--- config.mk ---
export PLATFORM = sky130hd
export DESIGN_NAME = ioctl_sdram_writer
export DESIGN_NICKNAME = d
export VERILOG_FILES = /design/src/rtl/tecmo_pkg.sv /design/src/rtl/sync_fifo.sv /design/src/rtl/ioctl_sdram_writer.sv
export SDC_FILE = /design/constraint.sdc
export NUM_CORES = 1
export LEC_CHECK = 0
export BUFFER_PORTS_ARGS = -buffer_cell sky130_fd_sc_hd__buf_4
export CAP_MARGIN = 20
export CORE_ASPECT_RATIO = 0.6
export CORE_MARGIN = 2
export CORE_UTILIZATION = 60
export CTS_CLUSTER_SIZE = 10
export DETAILED_ROUTE_END_ITERATION = 16
export PLACE_DENSITY = 0.89
export SYNTH_ARGS = -nofsm -noshare
export SYNTH_HDL_FRONTEND = slang
export SYNTH_SLANG_ARGS = --single-unit
--- constraint.sdc ---
create_clock -name clk -period 7.1 [get_ports clk]
set_clock_uncertainty 0.05 [all_clocks]
set_input_delay 0.71 -clock clk [delete_from_list [all_inputs] [get_ports clk]]
set_output_delay 0.71 -clock clk [all_outputs]
set_load 0.03 [all_outputs]
--- src/rtl/tecmo_pkg.sv ---
// Shared widths and the word-buffer entry type for the ROM download path.
package tecmo_pkg;
  localparam int SDRAM_ADDR_W = 23;
  localparam int SDRAM_DATA_W = 32;
  localparam int IOCTL_ADDR_W = 20;
  localparam int WORD_ADDR_W  = IOCTL_ADDR_W - 2;

  typedef struct packed {
    logic [WORD_ADDR_W-1:0]  addr;
    logic [SDRAM_DATA_W-1:0] data;
  } wr_entry_t;

  typedef enum logic {WR_IDLE, WR_REQ} wr_state_t;
endpackage

--- src/rtl/sync_fifo.sv ---
// Small synchronous FIFO with registered occupancy and same-cycle push/pop.
module sync_fifo #(
  parameter int WIDTH = 8,
  parameter int DEPTH = 4
) (
  input  logic                     clk,
  input  logic                     reset,
  input  logic                     push,
  input  logic [WIDTH-1:0]         din,
  input  logic                     pop,
  output logic [WIDTH-1:0]         dout,
  output logic                     full,
  output logic                     empty,
  output logic [$clog2(DEPTH):0]   count
);
  localparam int AW = $clog2(DEPTH);

  logic [WIDTH-1:0] mem [DEPTH];
  logic [AW-1:0]    wp, rp;
  logic             do_push, do_pop;

  assign full    = (count == (AW+1)'(DEPTH));
  assign empty   = (count == '0);
  assign do_push = push & (~full | pop);
  assign do_pop  = pop & ~empty;
  assign dout    = mem[rp];

  always_ff @(posedge clk) begin
    if (reset) begin
      wp    <= '0;
      rp    <= '0;
      count <= '0;
    end else begin
      if (do_push) wp <= wp + 1'b1;
      if (do_pop)  rp <= rp + 1'b1;
      case ({do_push, do_pop})
        2'b10:   count <= count + 1'b1;
        2'b01:   count <= count - 1'b1;
        default: count <= count;
      endcase
    end
  end

  always_ff @(posedge clk) begin
    if (do_push) mem[wp] <= din;
  end
endmodule

--- src/rtl/ioctl_sdram_writer.sv ---
// Packs the hps_io download byte stream into 32-bit SDRAM writes, buffering
// words in a small FIFO and throttling the HPS with ioctl_wait.
module ioctl_sdram_writer
  import tecmo_pkg::*;
#(
  parameter int                      FIFO_DEPTH = 4,
  parameter logic [SDRAM_ADDR_W-1:0] SDRAM_BASE = '0
) (
  input  logic                     clk,
  input  logic                     reset,
  input  logic [IOCTL_ADDR_W-1:0]  ioctl_addr,
  input  logic [7:0]               ioctl_data,
  input  logic                     ioctl_wr,
  input  logic                     ioctl_download,
  output logic                     ioctl_wait,
  output logic [SDRAM_ADDR_W-1:0]  sdram_addr,
  output logic [SDRAM_DATA_W-1:0]  sdram_data,
  output logic                     sdram_we,
  output logic                     sdram_req,
  input  logic                     sdram_ack,
  output logic                     busy,
  output logic                     done,
  output logic [WORD_ADDR_W-1:0]   word_count
);
  localparam int CW = $clog2(FIFO_DEPTH) + 1;

  logic [WORD_ADDR_W-1:0]  wa, in_wa;
  logic [SDRAM_DATA_W-1:0] dreg, nd;
  logic [3:0]              mask, nm;
  logic [1:0]              lane, nc;
  logic                    skid_valid, skid_nxt_valid;
  wr_entry_t               skid, skid_nxt;
  wr_entry_t               cand [3];
  logic                    dl_q, dl_fall, dl_rise, flush_old, busy_q;
  wr_state_t               state;

  wr_entry_t               fifo_din, fifo_dout;
  logic                    fifo_push, fifo_pop, fifo_full, fifo_empty;
  logic [CW-1:0]           fifo_count, count_nxt;

  sync_fifo #(.WIDTH($bits(wr_entry_t)), .DEPTH(FIFO_DEPTH)) u_fifo (
    .clk   (clk),
    .reset (reset),
    .push  (fifo_push),
    .din   (fifo_din),
    .pop   (fifo_pop),
    .dout  (fifo_dout),
    .full  (fifo_full),
    .empty (fifo_empty),
    .count (fifo_count)
  );

  assign lane    = ioctl_addr[1:0];
  assign in_wa   = ioctl_addr[IOCTL_ADDR_W-1:2];
  assign dl_fall = dl_q & ~ioctl_download;
  assign dl_rise = ~dl_q & ioctl_download;

  // Up to three words can be ready in one cycle (skid, flushed partial, completed
  // word); the oldest goes to the FIFO and at most one remains in the skid.
  always_comb begin
    flush_old = ioctl_wr && (mask != '0) && (in_wa != wa);
    nd        = flush_old ? '0 : dreg;
    nd[{lane, 3'b000} +: 8] = ioctl_data;
    nm        = (flush_old ? 4'b0000 : mask) | (4'b0001 << lane);
    nc        = '0;
    cand[0]   = '0;
    cand[1]   = '0;
    cand[2]   = '0;
    if (skid_valid) begin
      cand[0] = skid;
      nc      = 2'd1;
    end
    if (flush_old || (dl_fall && !ioctl_wr && (mask != '0))) begin
      cand[nc] = '{addr: wa, data: dreg};
      nc       = nc + 2'd1;
    end
    if (ioctl_wr && lane == 2'd3) begin
      cand[nc] = '{addr: in_wa, data: nd};
      nc       = nc + 2'd1;
    end
    fifo_pop       = (state == WR_REQ) & sdram_ack;
    fifo_push      = (nc != '0) & (~fifo_full | fifo_pop);
    fifo_din       = cand[0];
    skid_nxt_valid = fifo_push ? (nc >= 2'd2) : (nc >= 2'd1);
    skid_nxt       = fifo_push ? cand[1] : cand[0];
    count_nxt      = fifo_count + CW'(fifo_push) - CW'(fifo_pop);
  end

  assign busy = dl_q | (mask != '0) | skid_valid | ~fifo_empty | (state != WR_IDLE);
  assign done = busy_q & ~busy;

  always_ff @(posedge clk) begin
    if (reset) begin
      wa         <= '0;
      dreg       <= '0;
      mask       <= '0;
      skid_valid <= 1'b0;
      skid       <= '0;
      dl_q       <= 1'b0;
      busy_q     <= 1'b0;
      ioctl_wait <= 1'b0;
      state      <= WR_IDLE;
      sdram_addr <= '0;
      sdram_data <= '0;
      sdram_req  <= 1'b0;
      sdram_we   <= 1'b0;
      word_count <= '0;
    end else begin
      dl_q       <= ioctl_download;
      busy_q     <= busy;
      skid_valid <= skid_nxt_valid;
      skid       <= skid_nxt;
      ioctl_wait <= (count_nxt >= CW'(FIFO_DEPTH - 2)) | skid_nxt_valid;

      if (ioctl_wr) begin
        wa <= in_wa;
        if (lane == 2'd3) begin
          mask <= '0;
          dreg <= '0;
        end else begin
          mask <= nm;
          dreg <= nd;
        end
      end else if (dl_fall) begin
        mask <= '0;
        dreg <= '0;
      end

      case (state)
        WR_IDLE: if (!fifo_empty) begin
          sdram_addr <= SDRAM_BASE + {{(SDRAM_ADDR_W-WORD_ADDR_W){1'b0}}, fifo_dout.addr};
          sdram_data <= fifo_dout.data;
          sdram_req  <= 1'b1;
          sdram_we   <= 1'b1;
          state      <= WR_REQ;
        end
        WR_REQ: if (sdram_ack) begin
          sdram_req <= 1'b0;
          sdram_we  <= 1'b0;
          state     <= WR_IDLE;
        end
        default: state <= WR_IDLE;
      endcase

      if (dl_rise)       word_count <= '0;
      else if (fifo_pop) word_count <= word_count + 1'b1;
    end
  end
endmodule

==> results summary <==
The run finished with clean final reports. For hold timing, the worst endpoint is dl_q. The footprint of the multi-input gates is 0.00578 mm². In this run the count of I/O pins placed on the die edge is roughly 110.

The fraction of layout cells with a size suffix above 1 is about 18%. The number of pins with negative max-slew slack in the final report is 0. STA classifies the critical path endpoint as a register. The average instance in the mapped netlist occupies 12.6 µm².

Measured against its own limit, the worst slew margin works out to 27.0%. The detailed-route wire length is slightly below 40 mm. After global routing the overflow that remains totals 0.

The count of final setup violators is 0. The area fraction of the dominant cell type after synthesis is approximately 38%. The die outline area came out at roughly 0.028 mm².

The sequential area share after synthesis came out at 60.8%. Leaving out fill and tap cells, the most frequent cell in the layout is sky130_fd_sc_hd__edfxtp_1. The signed area change from the synthesized netlist to the final layout is 15.0%. The maximum number of pins on one net before global-route repair is 96.

The floorplan step set the die height to around 130 µm. The top cell types in the final layout, fill and taps aside, are sky130_fd_sc_hd__edfxtp_1, sky130_fd_sc_hd__dfxtp_1, sky130_fd_sc_hd__nand2_1. For the pin with the worst max-slew slack, the measured transition is between 1000 and 1500 ps. The pre-antenna-repair detailed-routing pass consisted of 9 iterations. The first global-routing pass estimated 60.8 mm of wire.

The count of nets left with antenna violations once routing finished came out at 0. The number of buffers inserted during clock tree synthesis is 44. The number of global-route vias before repair is 10.6k.

Counting instances, the worst hold path has a depth of 3. The floorplan step defined a core boundary enclosing ~0.026 mm². After detailed routing, the average wire length per cell comes to between 20 and 25 µm. The number of sinks driven by the clock tree is approximately 390. The total of hold buffers inserted after clock tree synthesis came out at 0. The insertion delay of the later-clocked pin in the worst-skew pair came out at about 560 ps. The worst register-to-register path begins at wa[12]. The number of synthesized register bits is 385. The portion of the clock cycle consumed by the worst path in the final layout is 65.7%. The required time reported for the critical path endpoint came out at 7540 ps.

The number of input and output port buffers inserted is 105. The depth of the worst register-to-register path is 12. By area the synthesized netlist is led by sky130_fd_sc_hd__edfxtp_1, sky130_fd_sc_hd__dfxtp_1, sky130_fd_sc_hd__mux4_2. The maximum frequency from static timing analysis came out at around 210 MHz.

Across all register-to-register paths, the minimum setup slack is 2430 ps. Counting the fill cells in the layout gives 1793. The maximum fanout along the worst path is between 40 and 50.

The detail-routed via count per cell came out at 6.36. Across the VDD grid, the largest voltage drop is ~0.23 mV. The worst setup path is launched from a register.

TritonCTS built the clock tree. The aggregate global-route resource usage came out at 28.4%. The data arrival time at the worst-slack endpoint came out at roughly 5100 ps. The power per cell area came out at 288 mW/mm². In the synthesized netlist the dominant register cell turns out to be sky130_fd_sc_hd__edfxtp_1. The endpoint identified for the worst register-to-register timing path is skid[6].

Setup repair after global routing left no endpoint under its margin. The startpoint of the most critical hold path is ioctl_download. The violation count after the first detailed-routing iteration is 1448. The leakage power figure came out at between 6 and 7 nW. The floorplan has 46 rows. The distinct cell type count after synthesis is 51. The number of hold violations in the final report came to 0. The number of synthesized flops with an enable pin came out at 200. For this run, design rule violations remaining after detail routing come to 0. The worst slack at placement came out at 2080 ps. At the end of routability-driven placement, the weighted congestion stood at between 0.9 and 1.

The leading area contributor after synthesis is sky130_fd_sc_hd__edfxtp_1. The max-capacitance violation count came out at 0. The mapped netlist covers about 0.016 mm². The fraction of registers with async set or reset after synthesis is 0%. The post-route minimum period is 4670 ps. The maximum root-to-sink buffer count is 3. The clock transition at the register clock pins on the worst setup and hold paths after CTS is approximately 60 ps. The path class of the tightest hold or removal check is in2reg. The placement-stage cell area came out at about 0.017 mm². The sum of negative setup slack is 0 ps. For this run, the post-layout net count is 1409. For this run, the number of Yosys warnings is 0. By startpoint and endpoint, the worst setup path is classified as reg2reg.

The initial antenna violation count is 1. Once the clock tree was built, the setup fixing pass inserted 0 buffers. The clock root buffer is sky130_fd_sc_hd__clkbuf_16.

The register area is slightly below 0.01 mm². The H-tree generated during clock tree synthesis spans 2 levels. The final HPWL from detailed placement came out at 24.6 mm. The setup slack after layout came out at 2430 ps.

The number of cells produced by synthesis came out at 1270. The initial core utilization is 60.7%. The quantity of gates resized following cts came out at 0. The final non-filler cell area is between 0.015 and 0.02 mm².

The utilization of the core after routing came out at 69.8%. The die is roughly 210 µm wide. The detailed router placed 11.2k vias in this run.
## per-layer routing
metal	wire, µm	track usage [%]	vias to the layer above
met1	16200	39.9	5402
met3	5200	10.0	95
met2	17000	42.1	697
met4	816	8.13	0
li1	-	-	4967
met5	0	0	-
## where the power goes
part           switching, mW  total (mW)  internal [mW]
Sequential            0.0597        2.52           2.46
Clock                  0.873        2.06           1.19
Combinational          0.458       0.701          0.243
Total                   1.39        5.28           3.89
## flip-flops by register name (all words and copies together) (netlist names), 3 cells and up
signal        count
wa               18
dreg             32
word_count       18
u_fifo.mem      200
sdram_data       32
skid             50
mask              4
u_fifo.count      3
sdram_addr       18
## through the flow
step	hold WS (ps)	instances	total power [mW]
after global placement	395	1672	3.23
after detailed placement	398	1672	3.25
after floorplan	389	1274	3.02
after CTS	363	1751	5.29
after global routing	401	1753	5.47
final	375	1755	5.28
## synth_stat cells, types with 4 or more instances
library cell	instances
sky130_fd_sc_hd__edfxtp_1	200
sky130_fd_sc_hd__dfxtp_1	185
sky130_fd_sc_hd__nand2_1	145
sky130_fd_sc_hd__nor2_1	72
sky130_fd_sc_hd__a21oi_1	67
sky130_fd_sc_hd__clkbuf_1	58
sky130_fd_sc_hd__mux4_2	50
sky130_fd_sc_hd__inv_1	44
sky130_fd_sc_hd__mux2i_1	37
sky130_fd_sc_hd__a221oi_1	34
sky130_fd_sc_hd__o21ai_0	31
sky130_fd_sc_hd__xor2_1	27
sky130_fd_sc_hd__a222oi_1	24
sky130_fd_sc_hd__a22o_1	24
sky130_fd_sc_hd__nor3_1	24
sky130_fd_sc_hd__and3_1	22
sky130_fd_sc_hd__nand3_1	19
sky130_fd_sc_hd__and2_1	18
sky130_fd_sc_hd__o211a_1	18
sky130_fd_sc_hd__a211oi_1	16
sky130_fd_sc_hd__a221o_1	16
sky130_fd_sc_hd__ha_1	14
sky130_fd_sc_hd__xnor2_1	14
sky130_fd_sc_hd__nand2b_1	13
sky130_fd_sc_hd__nor2b_1	10
sky130_fd_sc_hd__and3b_1	8
sky130_fd_sc_hd__buf_1	8
sky130_fd_sc_hd__o221ai_1	8
sky130_fd_sc_hd__buf_2	7
sky130_fd_sc_hd__nand4_1	7
sky130_fd_sc_hd__buf_4	6
sky130_fd_sc_hd__a31oi_1	5
sky130_fd_sc_hd__nor4_2	4
sky130_fd_sc_hd__o32ai_2	4
## worst max-delay path, cell delays in order (launching register included)
cell and delay (ps):
sky130_fd_sc_hd__dfxtp_1 340, sky130_fd_sc_hd__xor2_1 180, sky130_fd_sc_hd__nor4_2 330, sky130_fd_sc_hd__nand3_1 240, sky130_fd_sc_hd__o31ai_4 280, sky130_fd_sc_hd__inv_1 170
sky130_fd_sc_hd__ha_1 380, sky130_fd_sc_hd__nand2_1 210, sky130_fd_sc_hd__nor2_1 210, sky130_fd_sc_hd__a211o_2 740, sky130_fd_sc_hd__buf_4 560, sky130_fd_sc_hd__nor2b_1 600
sky130_fd_sc_hd__a221o_1 290
## layout make-up
type / count / area share (%)
Tap cell: 360 / 2.45
Clock inverter: 3 / 0.259
Timing Repair Buffer: 121 / 5.13
Antenna cell: 2 / 0.0273
Sequential cell: 385 / 52.9
Inverter: 45 / 0.920
Clock buffer: 76 / 6.76
Multi-Input combinational cell: 763 / 31.5
## cells by family (layout without fill, tap and decap cells)
group / Yosys count / count (layout) / synth area share (%)
XOR/XNOR: 41 / 41 / 2.25
adder cells (fa/ha/maj): 16 / 16 / 1.35
other: 1 / 7 / 0.0235
flip-flops: 385 / 385 / 60.8
AO/OA/AOI/OAI: 255 / 255 / 12.2
AND/OR/NAND/NOR: 359 / 359 / 10.7
multiplexers: 87 / 87 / 9.38
buffers and inverters: 126 / 245 / 3.25
## worst max-delay path by stage
stage	from	end	slack, ps	cells after the start
after detailed placement	ioctl_addr[14]	u_fifo.mem[2][2]	2080	12
after global routing	wa[11]	skid[6]	2190	12
final	wa[12]	skid[6]	2430	12
after floorplan	ioctl_addr[13]	u_fifo.mem[0][0]	1310	13
after CTS	wa[12]	u_fifo.mem[2][7]	2550	11
after global placement	ioctl_addr[14]	u_fifo.count[2]	2160	16
No activity file was read; power rests on OpenSTA's default activity.
